**src/rtl/conv_ctrl_pkg.sv**
```systemverilog
// Shared types and sizing helpers for the convolution output controller
// and the loaders that sit in front of it.
package conv_ctrl_pkg;

  typedef enum logic [2:0] {
    S_IDLE,
    S_LOAD,
    S_COMPUTE,
    S_OUT,
    S_DONE
  } conv_out_state_e;

  function automatic int n_out(input int x, input int f, input int s);
    return (x - f) / ((s < 1) ? 1 : s) + 1;
  endfunction

  function automatic int n_beats(input int no, input int nl);
    return (no + nl - 1) / ((nl < 1) ? 1 : nl);
  endfunction

  function automatic int beat_cnt_w(input int nb);
    return (nb < 1) ? 1 : $clog2(nb + 1);
  endfunction

endpackage

```
**src/rtl/ctrl_conv_output_par_if.sv**
```systemverilog
// Control bundle between loaders, MAC array, output sink and the
// parallel convolution output controller.
interface ctrl_conv_output_par_if #(
  parameter int X_MEM_ADDR_WIDTH = 3,
  parameter int N_LANES          = 2
) ();

  logic                        conv_start;
  logic                        mac_valid;
  logic                        m_ready_y;
  logic                        load_xaddr_en;
  logic [X_MEM_ADDR_WIDTH-1:0] load_xaddr_val;
  logic [N_LANES-1:0]          lane_mask;
  logic                        m_valid_y;
  logic                        conv_done;
  logic                        busy;

  modport master (
    input  conv_start,
    input  mac_valid,
    input  m_ready_y,
    output load_xaddr_en,
    output load_xaddr_val,
    output lane_mask,
    output m_valid_y,
    output conv_done,
    output busy
  );

  modport slave (
    output conv_start,
    output mac_valid,
    output m_ready_y,
    input  load_xaddr_en,
    input  load_xaddr_val,
    input  lane_mask,
    input  m_valid_y,
    input  conv_done,
    input  busy
  );

endinterface

```
**src/rtl/conv_start_edge.sv**
```systemverilog
// Registered rising-edge detector for a level start request.
module conv_start_edge (
  input  logic clk,
  input  logic reset,
  input  logic level,
  output logic pulse
);

  logic level_q;

  always_ff @(posedge clk) begin
    if (reset) level_q <= 1'b0;
    else       level_q <= level;
  end

  assign pulse = level & ~level_q;

endmodule

```
**src/rtl/ctrl_conv_output_par.sv**
```systemverilog
// Parallel convolution output controller: N_LANES windows per beat.
// Optional CTRL_STALL_CNT_EN adds a saturating output-stall counter.
module ctrl_conv_output_par
  import conv_ctrl_pkg::*;
#(
  parameter int F_MEM_SIZE       = 4,
  parameter int X_MEM_SIZE       = 8,
  parameter int STRIDE           = 1,
  parameter int N_LANES          = 2,
  parameter int X_MEM_ADDR_WIDTH = 3,
  parameter int F_MEM_ADDR_WIDTH = 2
) (
  input  logic                         clk,
  input  logic                         reset,
  ctrl_conv_output_par_if.master       bus
`ifdef CTRL_STALL_CNT_EN
  ,
  output logic [15:0]                  stall_cnt
`endif
);

  localparam int N_OUT      = n_out(X_MEM_SIZE, F_MEM_SIZE, STRIDE);
  localparam int N_BEATS    = n_beats(N_OUT, N_LANES);
  localparam int BEAT_STEP  = N_LANES * STRIDE;
  localparam int BW         = beat_cnt_w(N_BEATS);
  localparam int LAST_LANES = N_OUT - (N_BEATS - 1) * N_LANES;

  if (X_MEM_SIZE < F_MEM_SIZE) begin : g_chk_size
    $fatal(1, "X_MEM_SIZE must be >= F_MEM_SIZE");
  end
  if (STRIDE < 1) begin : g_chk_stride
    $fatal(1, "STRIDE must be >= 1");
  end
  if (N_LANES < 1) begin : g_chk_lanes
    $fatal(1, "N_LANES must be >= 1");
  end
  if (STRIDE >= 1 && X_MEM_SIZE >= F_MEM_SIZE &&
      ((X_MEM_SIZE - F_MEM_SIZE) % STRIDE) != 0) begin : g_chk_div
    $fatal(1, "STRIDE must divide X_MEM_SIZE-F_MEM_SIZE");
  end
  if (X_MEM_SIZE > (1 << X_MEM_ADDR_WIDTH) ||
      F_MEM_SIZE > (1 << F_MEM_ADDR_WIDTH)) begin : g_chk_aw
    $fatal(1, "memory size exceeds address width");
  end

  conv_out_state_e             state_q, state_d;
  logic [X_MEM_ADDR_WIDTH-1:0] base_q, base_d;
  logic [BW-1:0]               beat_q, beat_d;
  logic                        abort_q, abort_d;
  logic                        start_pulse;
  logic                        last_beat;
  logic                        quit;
  logic [N_LANES-1:0]          last_mask;

  conv_start_edge u_edge (
    .clk   (clk),
    .reset (reset),
    .level (bus.conv_start),
    .pulse (start_pulse)
  );

  assign last_beat = (beat_q == BW'(N_BEATS - 1));
  assign quit      = abort_q | ~bus.conv_start;

  always_comb begin
    last_mask = '0;
    for (int i = 0; i < N_LANES; i++)
      if (i < LAST_LANES) last_mask[i] = 1'b1;
  end

  always_ff @(posedge clk) begin
    if (reset) begin
      state_q <= S_IDLE;
      base_q  <= '0;
      beat_q  <= '0;
      abort_q <= 1'b0;
    end else begin
      state_q <= state_d;
      base_q  <= base_d;
      beat_q  <= beat_d;
      abort_q <= abort_d;
    end
  end

  always_comb begin
    state_d = state_q;
    base_d  = base_q;
    beat_d  = beat_q;
    abort_d = 1'b0;
    unique case (state_q)
      S_IDLE: begin
        base_d = '0;
        beat_d = '0;
        if (start_pulse) state_d = S_LOAD;
      end
      S_LOAD: begin
        state_d = bus.conv_start ? S_COMPUTE : S_IDLE;
      end
      S_COMPUTE: begin
        if (!bus.conv_start)   state_d = S_IDLE;
        else if (bus.mac_valid) state_d = S_OUT;
      end
      S_OUT: begin
        // an abort seen while stalled waits for the handshake
        abort_d = quit;
        if (bus.m_ready_y) begin
          abort_d = 1'b0;
          if (quit) begin
            state_d = S_IDLE;
          end else if (last_beat) begin
            state_d = S_DONE;
          end else begin
            base_d  = base_q + X_MEM_ADDR_WIDTH'(BEAT_STEP);
            beat_d  = beat_q + BW'(1);
            state_d = S_LOAD;
          end
        end
      end
      S_DONE: begin
        base_d  = '0;
        state_d = S_IDLE;
      end
      default: state_d = S_IDLE;
    endcase
  end

  assign bus.load_xaddr_en  = (state_q == S_LOAD);
  assign bus.load_xaddr_val = base_q;
  assign bus.m_valid_y      = (state_q == S_OUT);
  assign bus.conv_done      = (state_q == S_DONE);
  assign bus.busy           = (state_q != S_IDLE);
  assign bus.lane_mask      =
    (state_q inside {S_LOAD, S_COMPUTE, S_OUT}) ?
    (last_beat ? last_mask : '1) : '0;

`ifdef CTRL_STALL_CNT_EN
  always_ff @(posedge clk) begin
    if (reset)
      stall_cnt <= '0;
    else if (start_pulse)
      stall_cnt <= '0;
    else if (bus.m_valid_y && !bus.m_ready_y && stall_cnt != 16'hFFFF)
      stall_cnt <= stall_cnt + 16'd1;
  end
`endif

endmodule

```
**src/flat_wrapper.sv**
```systemverilog
// flat-port wrapper written by rule: the top's interface ports become plain ports
module ctrl_conv_output_par_flat import conv_ctrl_pkg::*;
#(
  parameter int F_MEM_SIZE       = 4,
  parameter int X_MEM_SIZE       = 8,
  parameter int STRIDE           = 1,
  parameter int N_LANES          = 2,
  parameter int X_MEM_ADDR_WIDTH = 3,
  parameter int F_MEM_ADDR_WIDTH = 2
)
  (clk, reset, bus_conv_start, bus_mac_valid, bus_m_ready_y, bus_load_xaddr_en, bus_load_xaddr_val, bus_lane_mask, bus_m_valid_y, bus_conv_done, bus_busy);
  ctrl_conv_output_par_if #(.X_MEM_ADDR_WIDTH(X_MEM_ADDR_WIDTH), .N_LANES(N_LANES)) bus_i ();
  input  logic clk;
  input  logic reset;
  input wire logic [$bits(bus_i.conv_start)-1:0] bus_conv_start;
  input wire logic [$bits(bus_i.mac_valid)-1:0] bus_mac_valid;
  input wire logic [$bits(bus_i.m_ready_y)-1:0] bus_m_ready_y;
  output wire logic [$bits(bus_i.load_xaddr_en)-1:0] bus_load_xaddr_en;
  output wire logic [$bits(bus_i.load_xaddr_val)-1:0] bus_load_xaddr_val;
  output wire logic [$bits(bus_i.lane_mask)-1:0] bus_lane_mask;
  output wire logic [$bits(bus_i.m_valid_y)-1:0] bus_m_valid_y;
  output wire logic [$bits(bus_i.conv_done)-1:0] bus_conv_done;
  output wire logic [$bits(bus_i.busy)-1:0] bus_busy;
  assign bus_i.conv_start = bus_conv_start;
  assign bus_i.mac_valid = bus_mac_valid;
  assign bus_i.m_ready_y = bus_m_ready_y;
  assign bus_load_xaddr_en = bus_i.load_xaddr_en;
  assign bus_load_xaddr_val = bus_i.load_xaddr_val;
  assign bus_lane_mask = bus_i.lane_mask;
  assign bus_m_valid_y = bus_i.m_valid_y;
  assign bus_conv_done = bus_i.conv_done;
  assign bus_busy = bus_i.busy;
  ctrl_conv_output_par #(.F_MEM_SIZE(F_MEM_SIZE), .X_MEM_SIZE(X_MEM_SIZE), .STRIDE(STRIDE), .N_LANES(N_LANES), .X_MEM_ADDR_WIDTH(X_MEM_ADDR_WIDTH), .F_MEM_ADDR_WIDTH(F_MEM_ADDR_WIDTH)) u_core (.clk(clk), .reset(reset), .bus(bus_i));
endmodule
```
**config.mk**
```make
export PLATFORM = sky130hd
export DESIGN_NAME = ctrl_conv_output_par_flat
export DESIGN_NICKNAME = d
export VERILOG_FILES = /design/src/rtl/conv_ctrl_pkg.sv /design/src/rtl/ctrl_conv_output_par_if.sv /design/src/rtl/conv_start_edge.sv /design/src/rtl/ctrl_conv_output_par.sv /design/src/flat_wrapper.sv
export SDC_FILE = /design/constraint.sdc
export NUM_CORES = 1
export LEC_CHECK = 0
export CAP_MARGIN = 20
export CORE_AREA = 2 2 39 41
export DETAILED_ROUTE_END_ITERATION = 8
export DIE_AREA = 0 0 41 43
export GPL_ROUTABILITY_DRIVEN = 1
export PLACE_DENSITY = 0.64
export SLEW_MARGIN = 15
export SYNTH_ARGS = -nofsm -noshare
export SYNTH_HDL_FRONTEND = slang
export SYNTH_SLANG_ARGS = --single-unit
```
**constraint.sdc**
```tcl
create_clock -name clk -period 2.3 [get_ports clk]
set_input_delay 0.345 -clock clk [delete_from_list [all_inputs] [get_ports clk]]
set_output_delay 0.345 -clock clk [all_outputs]
set_load 0.03 [all_outputs]
```
[Yosys cells after proc, flatten, opt, wreduce, memory -nomap -nowiden]
Index checks and enable logic that the tools add are counted.
Widths: inputs -> output; s select.
Word-level totals
  register bits: 10
  input bits: 5
  logic and storage cells: 50
Cells by class
  add/sub/neg operators: 2
  equality and inequality tests: 10
  multiplexer cells: 18
  bitwise gates (word level): 5
  reductions and logical operators: 10
Operators by type and width (number)
  $mux 3: 9
  $mux 2: 6
  $pmux 3 s4: 1
  $reduce_and 4->1: 2
  $eq 3x2->1 const B: 2
  $ne 2x2->1 const B: 3
  $pmux 3 s2: 1
  $reduce_bool 3->1: 2
  $pmux 2 s2: 1
  $reduce_bool 2->1: 2
  $add 3x2->3 const B: 1
  $eq 3x1->1 const B: 1
  $eq 3x3->1 const B: 1
  $logic_not 3->1: 1
  $ne 3x3->1 const B: 1
  $not 1->1: 3
  $reduce_and 3->1: 1
  $reduce_or 3->1: 1
  $add 2x1->2 const B: 1
  $eq 2x2->1 const B: 1
  $ne 2x1->1 const B: 1
  $reduce_or 2->1: 1
  $and 1x1->1: 1
  $or 1x1->1: 1

[Longest topological paths before layout]
Gate-level depths: netlist of the first run.
  depth after elaboration: 5
  depth in mapped cells: 6
  depth with buffers taken out: 6

[Hierarchy]
Synthesis of the first run repeated with hierarchy kept, for this count alone.
Unflattened totals
  cell total of the unflattened synthesis: 65
  area, all modules: 546.8 um^2
Modules (own cells, without submodules)
  ctrl_conv_output_par: times used 1, cells an instance 62, area an instance 499.2 um^2, seq. area each 160.2 um^2
  conv_start_edge: times used 1, cells an instance 3, area an instance 47.5 um^2, seq. area each 20.0 um^2

[Least setup slack after synthesis of the first run]
Ideal clock, no wire load.
  path kind: reg-to-output
  start: register u_core.beat_q[0]
  end: output port bus_lane_mask[1]
  arrival time: 1265 ps
  data required time: 1955 ps
  setup slack: 690 ps
  stages on the path, launching flop included: 4
  path buffers: 0
  path through: dfxtp_1 > inv_1 > ha_1 > nor3_1
Between the ends
  longest elaborated chain between the ends: 3
RTL lines
  start, declared: RTL line ctrl_conv_output_par.sv:48  | logic [BW-1:0] beat_q, beat_d;
  start signal, assigned: RTL line ctrl_conv_output_par.sv:80  | beat_q <= beat_d;
  $eq 2x2->1: RTL line ctrl_conv_output_par.sv:62  | assign last_beat = (beat_q == BW'(N_BEATS - 1));
  $mux 2: RTL line ctrl_conv_output_par.sv:134  | (last_beat ? last_mask : '1) : '0;
  $mux 2: RTL line ctrl_conv_output_par.sv:133  | (state_q inside {S_LOAD, S_COMPUTE, S_OUT}) ?
  end, declared: RTL line flat_wrapper.sv:20  | output wire logic [$bits(bus_i.lane_mask)-1:0] bus_lane_mask;
Every way passes these cells.

[Worst setup path after layout of the first run]
  start: register u_core.state_q[1]
  end: output port bus_lane_mask[1]
Between the ends
  longest elaborated chain between the ends: 3
  elaborated cells between the ends (all ways): 5
  classes of those cells: eq/ne: 3; mux: 1; reduce/logical: 1
RTL lines
  start, declared: RTL line ctrl_conv_output_par.sv:46  | conv_out_state_e state_q, state_d;
  start signal, assigned: RTL line ctrl_conv_output_par.sv:78  | state_q <= state_d;
  $eq 3x1->1 / $eq 3x2->1 (equally long branches): RTL line ctrl_conv_output_par.sv:133
  $reduce_bool 3->1 *: RTL line ctrl_conv_output_par.sv:133
  $mux 2 *: RTL line ctrl_conv_output_par.sv:133
Mark *: on every way between the ends. The rest lies on a longest branch, timed or not.

==> results of run 1 <==
==> worst register-to-register path, cell delays in order (launching register included) <==
cell      delay (ps)
dfxtp_1          370
inv_1             60
ha_1             230
and4bb_1         340
nand2_1           60
or4_1            460
a21oi_1          150
==> cells by family (layout without fill, tap and decap cells) <==
logic type / after synthesis / in the layout / synth area share
buf+inv: 8 / 20 / 0.09178
simple gates: 30 / 30 / 0.3102
flops: 9 / 9 / 0.3573
other cells: 1 / 1 / 0.007437
fa+ha+maj: 1 / 1 / 0.02481
xor+xnor: 1 / 1 / 0.01737
mux: 2 / 2 / 0.04466
compound gates: 11 / 11 / 0.1464
==> layout make-up <==
cell class / instances / share of cell area
Sequential cell: 9 / 0.2818
Multi-Input combinational cell: 46 / 0.4344
Clock buffer: 4 / 0.04110
Inverter: 4 / 0.02348
Timing Repair Buffer: 12 / 0.1879
Tap cell: 16 / 0.03131
==> metal layers <==
metal  routed length (um)  GRT usage  vias up
met3                   49    0.03141        6
met5                    0          0        -
met1                  451     0.1774      201
li1                     -          -      240
met2                  463     0.1813       16
met4                   51     0.1333        0
==> report_power, final <==
group | switching (mW) | internal (mW) | total (mW)
Clock | 0.0560 | 0.0669 | 0.123
Combinational | 0.0935 | 0.0718 | 0.165
Sequential | 0.0160 | 0.164 | 0.180
==> sequential cells by signal (all words and copies together), names as in the netlist <==
| name | flops |
|---|---|
| u_core.abort_q | 1 |
| u_core.u_edge.level_q | 1 |
| u_core.beat_q | 2 |
| u_core.bus.load_xaddr_val | 2 |
| u_core.state_q | 3 |
==> worst paths after layout <==
kind / from / end
setup / recovery: u_core.state_q[1] / bus_lane_mask[1]
hold / removal: u_core.bus.load_xaddr_val[2] / u_core.bus.load_xaddr_val[2]
setup reg to reg: u_core.beat_q[0] / u_core.bus.load_xaddr_val[2]
hold reg to reg: u_core.bus.load_xaddr_val[2] / u_core.bus.load_xaddr_val[2]
==> stage by stage <==
step,hold WS (ps),util
after floorplan,411.7,-
after global placement,483.1,0.4430
after detailed placement,486.1,0.4430
after CTS,494.5,0.4620
after global routing,524.3,0.4620
final,486.4,0.4620
==> cells in the final DEF (no fill, tap or decap), drive strengths merged <==
cell type and count:
nor2 12, clkdlybuf4s50 12, dfxtp 9, nand2 5
inv 4, a21oi 4, clkbuf 4, or3 2
and2 2, nand3b 2, nor3 2, mux2 2
nor3b 1, and3b 1, and4bb 1, o21ai 1
or4 1, nor2b 1, o22ai 1, a221o 1
o21bai 1, a221oi 1, xnor2 1, a2111oi 1
a211oi 1, ha 1, conb 1
==> results.cfg, run 1 <==
[clock_network]
worstSkewPairLatency_ps = 260
clock_path_buffers = 2
cts_root_buf = clkbuf_4
hold_buffers = 0
clkTransAtPathRegs_ps = 60
clkSinkCount = 9
h-tree-depth = 1
cts_resized = 0
cts_tree = built
cts-buffers-inserted = 3
postCtsSetupBuffers = 0

[worst_setup_path]
critPathMaxStageDelay_ps = 700
path_class = register to output pin
r2r_slack_ps = 560
crit_chain = nor2_1 -> nor3_1 -> clkdlybuf4s50_1
cp_num_buf_inv = 1
start_kind = register
cp_slowest_cell = clkdlybuf4s50_1
worstSetupPathDepth = 3
path_delay_family = buffers and inverters
rr_worst_depth = 6
crit_required_ps = 1960
arrival_ps = 1810
end_kind = output pin
crit_fanout = 10

[final_layout]
diodes = 0
instances_no_fill = 91
drive_gt1_frac = 0.06667
fin_nets = 82
fin_area_um2 = 639.4
syn_to_final_growth_pct = 26.80
seqCellArea_um2 = 180.2
fill_cells = 152
multi_input_area_um2 = 277.8

[power_and_ir_drop]
power_density_nw_per_um2 = 732.8
vdd_ir_drop_max_mv = 0.2751
finalPower_mw = 0.4685
p_leak_nw = 0.2382

[synth]
synth_largest_area_cell = dfxtp_1
synth-edff-count = 0
syn_area_per_cell_um2 = 8.004
syn_inst = 63
syn_area_um2 = 504.2
yosysSeqAreaShare = 0.3573
synth.area.top_cells = dfxtp_1, nor2_1, mux2_2
yosysWarnings = 0
ys.flop_type = dfxtp_1
postSynth.asyncResetShare = 0
ys_seq_elements = 9
synth_fp_nets = 69
synth_top_cell_area_share = 0.3573
ys_types = 28
yosysMostFrequentCell = nor2_1
synth_top_cells_by_count = nor2_1, dfxtp_1, nand2_1

[sta]
rsz0062_at_grt = false
setup_ws_ps = 142.2
fmax_mhz = 463.4
final.setup_skew_ps = 3.103
hold_viol = 0
slew_viol_final = 0
min_period_over_period = 0.9382
fin_tns_setup_ps = 0
setup_violations = 0
period_needed_ps = 2158

[route]
vias = 463
drc = 0
via_per_inst = 5.088
wirelength_um = 1016
drt_iter0_drc = 10
drt-wirelength-per-cell_um = 11.16
drtPass1Iterations = 4
detail-route-antenna-nets = 0

[global_route]
grt_first_pass_wirelength_um = 1642
grt_max_degree = 11
grt_usage = 0.1397
first_global_vias = 416
grt-ovfl-total = 0
antenna_found_initial = 0

[job]
maxCapViolations = 0

[floorplan]
coreArea_um2 = 1384
start_util = 0.3644
die_area_um2 = 1763
chipWidth_um = 41
die_h_um = 43
ios = 14
rows = 14

[place]
hpwl_um = 765.9
post-place-ws_ps = 423.9
place_congestion = 0.7932
dp_cells = 87
port_buffers = 12
place_area_um2 = 613.1

[outcome]
status = complete, no violations

[hold_path]
hold_depth = 2
hp-class = register to register
Note: power is estimated with default switching activity, not from simulation.
==> run 2, diff against run 1 <==
--- a/config.mk
+++ b/config.mk
@@ -9,8 +9,10 @@
 export CORE_AREA = 2 2 39 41
 export DETAILED_ROUTE_END_ITERATION = 8
 export DIE_AREA = 0 0 41 43
+export DONT_BUFFER_PORTS = 1
 export GPL_ROUTABILITY_DRIVEN = 1
-export PLACE_DENSITY = 0.64
+export PLACE_DENSITY = 0.5
+export REMOVE_ABC_BUFFERS = 1
 export SLEW_MARGIN = 15
 export SYNTH_ARGS = -nofsm -noshare
 export SYNTH_HDL_FRONTEND = slang
==> run 2 against run 1 <==
Compared with the run above:
- register-to-register slack improved by 30 ps
- cell count fell by 11%
- utilization fell by 7.6 points
- clock skew fell by 2.7 ps
- clock-buffer cell count did not move
- first-iteration DRC count fell by 70%
- clock power rose by 3%
- maximum frequency rose by 23%
- power fell by 6.6%
- cell area fell by 16%
- wire length fell by 7.0%
- sequential power barely moved
- critical path type unchanged
- largest cell class unchanged
- highest routed layer unchanged
==> results.cfg, run 2 (synthesis gave the netlist of run 1 again) <==
[route]
via_per_inst = 4.988
drc = 0
drtPass1Iterations = 3
detail-route-antenna-nets = 0
drt_iter0_drc = 3
drt-wirelength-per-cell_um = 11.67
vias = 404
wirelength_um = 945

[global_route]
grt_usage = 0.1323
grt_max_degree = 11
antenna_found_initial = 0
grt-ovfl-total = 0
grt_first_pass_wirelength_um = 1483
first_global_vias = 353

[worst_setup_path]
start_kind = register
path_delay_family = simple AND/OR/NAND/NOR gates
arrival_ps = 1400
crit_start = u_core.state_q[1]
timing.rr.start = u_core.beat_q[0]
worstSetupPathDepth = 2
cp_num_buf_inv = 0
crit_required_ps = 1960
path_class = register to output pin
r2r_slack_ps = 590
cpMostUsedCell = nor2_1
cp_slowest_cell = dfxtp_1
end_kind = output pin
critPathMaxStageDelay_ps = 510
endpoint = bus_lane_mask[0]
r2r-end = u_core.bus.load_xaddr_val[2]
crit_fanout = 10
crit_chain = nor2_1 -> nor2_1
rr_worst_depth = 6

[power_and_ir_drop]
p_leak_nw = 0.2042
vdd_ir_drop_max_mv = 0.2669
power_density_nw_per_um2 = 819.4

[sta]
fmax_mhz = 571.9
period_needed_ps = 1749
maxSlewHeadroom = 0.6315
slew_viol_final = 0
min_period_over_period = 0.7603
tightest_slew_ps = 550.7
fin_tns_setup_ps = 0
final.setup_skew_ps = 0.3600
setup_violations = 0
hold_viol = 0
rsz0062_at_grt = false
setup_ws_ps = 551.3

[clock_network]
cts_resized = 0
cts-buffers-inserted = 3
cts_tree = built
clkTransAtPathRegs_ps = 70
postCtsSetupBuffers = 0
clock_path_buffers = 2
worstSkewPairLatency_ps = 260
h-tree-depth = 1
cts_root_buf = clkbuf_4
clkSinkCount = 9
hold_buffers = 0

[floorplan]
ios = 14
die_area_um2 = 1763
coreArea_um2 = 1384
start_util = 0.3644
chipWidth_um = 41
die_h_um = 43
rows = 14

[outcome]
status = complete, no violations

[final_layout]
final_cell_mix = nor2_1, dfxtp_1, nand2_1
fill_cells = 158
regMostFlops = u_core.state_q
fin_nets = 72
mostFrequentLayoutCell = nor2_1
drive_gt1_frac = 0.1077
largest_register_ffs = 3
syn_to_final_growth_pct = 5.955
diodes = 0

[hold_path]
hp-class = input pin to register

[place]
place_congestion = 0.7272
port_buffers = 0
hpwl_um = 696.2
post-place-ws_ps = 620.3

[job]
maxCapViolations = 0
## run 2: cell types whose count changed in the layout (fill, tap and decap cells not counted), sizes merged
cell           previous run  this run
buf                       0         2
clkdlybuf4s50            12         0
## run 2: report_power, final
| group | internal (mW) | switching (mW) | leakage [nW] |
|---|---|---|---|
| clock | 0.0671 | 0.0602 | 0.0150 |
| combinational | 0.0432 | 0.0864 | 0.116 |
| sequential | 0.164 | 0.0167 | 0.0732 |
| total | 0.275 | 0.163 | 0.204 |
## run 2: worst min-delay path by stage
stage / cells after the start / endpoint / startpoint / slack (ps)
after floorplan: 1 / u_core.u_edge.level_q / reset / 410
after CTS: 1 / u_core.bus.load_xaddr_val[2] / reset / 120
final: 1 / u_core.u_edge.level_q / reset / 140
after global placement: 1 / u_core.u_edge.level_q / reset / 420
after detailed placement: 1 / u_core.bus.load_xaddr_val[2] / reset / 420
after global routing: 1 / u_core.u_edge.level_q / reset / 130
## run 2: layer usage
layer  GRT usage  up-vias  wire length, um
met5           0        -                0
met4      0.1400        0                9
met3     0.03665        2               45
met2      0.1531        7              450
met1      0.1770      174              439
li1            -      221                -
## run 2: cell type report
class,count,area (um^2),area share
sequential,9,180.2,0.3372
timing repair buffer,2,15.01,0.02810
multi-input combinational,46,277.8,0.5199
inverter,4,15.01,0.02810
clock buffer,4,26.28,0.04918
tap,16,20.02,0.03747
## run 2: stage by stage
stage / hold slack [ps] / power [mW] / instance area [um^2] / std cells / util
detailed placement: 416.9 / 0.3153 / 508.0 / 77 / 0.3671
finish: 139.0 / 0.4378 / 534.3 / 81 / 0.3861
global placement: 415.2 / 0.3163 / 508.0 / 77 / 0.3671
floorplan: 411.7 / 0.2871 / 473.0 / 59 / -
global route: 127.6 / 0.4657 / 534.3 / 81 / 0.3861
CTS: 122.3 / 0.4496 / 534.3 / 81 / 0.3861
==> run 3, diff against run 2 <==
==> constraint.sdc (replaced) <==
create_clock -name clk -period 1.67 [get_ports clk]
set_input_delay 0.2505 -clock clk [delete_from_list [all_inputs] [get_ports clk]]
set_output_delay 0.2505 -clock clk [all_outputs]
set_load 0.03 [all_outputs]
==> run 3 against run 2 <==
Compared with the run above:
- critical endpoint is now bus_busy
- flip-flop and latch count did not move
- critical path type unchanged
- die area is the same
- wire length up 5.7%
- sequential share of layout area down 3.0 points
- power grew 49%
- non-clock buffer count grew 7
- global-route usage grew 0.074 points
==> results.cfg, run 3 (synthesis gave the netlist of run 1 again) <==
[clock_network]
worstSkewPairLatency_ps = 260
clock_path_buffers = 2
clkTransAtPathRegs_ps = 60
cts_root_buf = clkbuf_4
clkSinkCount = 9
cts-buffers-inserted = 3
h-tree-depth = 1
cts_tree = built

[global_route]
grt_usage = 0.1331
antenna_found_initial = 0
grt_max_degree = 11
first_global_vias = 384
grt-ovfl-total = 0
grt_first_pass_wirelength_um = 1545

[final_layout]
fin_nets = 79
drive_gt1_frac = 0.2500
diodes = 0
largest_register_ffs = 3
syn_to_final_growth_pct = 17.87
final_cell_mix = nor2_1, buf_4, dfxtp_1
regMostFlops = u_core.state_q
mostFrequentLayoutCell = nor2_1
fin_area_um2 = 594.3

[worst_setup_path]
path_delay_family = simple AND/OR/NAND/NOR gates
crit_start = u_core.state_q[1]
r2r_slack_ps = 70
rr_worst_depth = 6
start_kind = register
r2r-end = u_core.bus.load_xaddr_val[2]
timing.rr.start = u_core.beat_q[0]
crit_required_ps = 1420
crit_chain = buf_4 -> or3_4 -> buf_4
end_kind = output pin
critPathMaxStageDelay_ps = 400
crit_fanout = 6
cpMostUsedCell = buf_4
cp_slowest_cell = or3_4
cp_num_buf_inv = 2
worstSetupPathDepth = 3
path_class = register to output pin
arrival_ps = 1360

[sta]
hold_viol = 0
fmax_mhz = 621.9
min_period_over_period = 0.9628
whs_ps = 38.70
rsz0062_at_grt = false
period_needed_ps = 1608
final.setup_skew_ps = 0.5385
fin_tns_setup_ps = 0
slew_viol_final = 0
setup_violations = 0

[floorplan]
rows = 14
chipWidth_um = 41
start_util = 0.3644
ios = 14
die_area_um2 = 1763
coreArea_um2 = 1384
die_h_um = 43

[place]
place_area_um2 = 553.0
hpwl_um = 741.9
port_buffers = 0
place_congestion = 0.6890

[route]
drt_iter0_drc = 7
drc = 0
drt-wirelength-per-cell_um = 11.35
via_per_inst = 5.068
detail-route-antenna-nets = 0
vias = 446
wirelength_um = 999
drtPass1Iterations = 4

[hold_path]
hp-class = input pin to register
hold_depth = 1
hold_path_end = u_core.beat_q[0]
hold_path_startpoint = reset

[job]
maxCapViolations = 0

[power_and_ir_drop]
finalPower_mw = 0.6506
power_density_nw_per_um2 = 1095
p_leak_nw = 0.2384
vdd_ir_drop_max_mv = 0.3993

[outcome]
status = complete, no violations
==> run 3: changes by cell type in the layout (fill, tap and decap cells not counted) <==
cell | before | now
dfxtp_1 | 9 | 7
or3_1 | 2 | 1
buf_4 | 2 | 9
or3_4 | 0 | 1
and4bb_2 | 0 | 1
and4bb_1 | 1 | 0
dfxtp_2 | 0 | 2
==> run 3: area by class of cell <==
| cell class | count | area (um^2) |
|---|---|---|
| clock buffer | 4 | 26.28 |
| fill | 145 | 789.5 |
| inverter | 4 | 15.01 |
| multi-input combinational | 46 | 282.8 |
| sequential | 9 | 182.7 |
| tap | 16 | 20.02 |
| timing repair buffer | 9 | 67.56 |
==> run 3: where the power goes <==
part,total (mW),switching (mW),internal (mW)
clock network,0.176,0.0833,0.0925
registers,0.240,0.0125,0.227
logic,0.235,0.138,0.0968
==> run 3: repair_timing <==
item | CTS | global route
resized for setup | 1 | 3
hold buffers | 0 | 0
pin swaps | 0 | 1
setup buffers | 0 | 1
setup endpoints to repair | 1 | 4
==> run 3: worst register-to-register path: stages (launching register included) <==
cell and delay, ps:
dfxtp_2 330, inv_1 40, ha_1 200, and4bb_2 320, nand2_1 50, or4_1 460, a21oi_1 140
==> run 3: metrics by stage <==
step	setup WS, ps	utilization	std cells
6_report	62.05	0.4295	88
5_1_grt	5.868	0.4295	88
4_1_cts	17.89	0.4222	87
3_5_place_dp	34.53	0.3996	83
3_3_place_gp	87.23	0.3996	83
2_1_floorplan	80.81	-	59
==> run 3: per-layer routing <==
layer | part of all wire | track usage | vias to the layer above
met5 | 0 | 0 | -
met4 | 0.034 | 0.1000 | 0
met3 | 0.064 | 0.04188 | 5
met2 | 0.46 | 0.1750 | 13
met1 | 0.44 | 0.1726 | 194
li1 | - | - | 234
==> run 3: worst max-delay path by stage <==
stage	end	slack [ps]
floorplan	u_core.bus.load_xaddr_val[2]	80
global placement	u_core.bus.load_xaddr_val[2]	90
detailed placement	u_core.bus.load_xaddr_val[2]	30
CTS	u_core.bus.load_xaddr_val[2]	20
global route	u_core.bus.load_xaddr_val[2]	6
finish	bus_busy	60
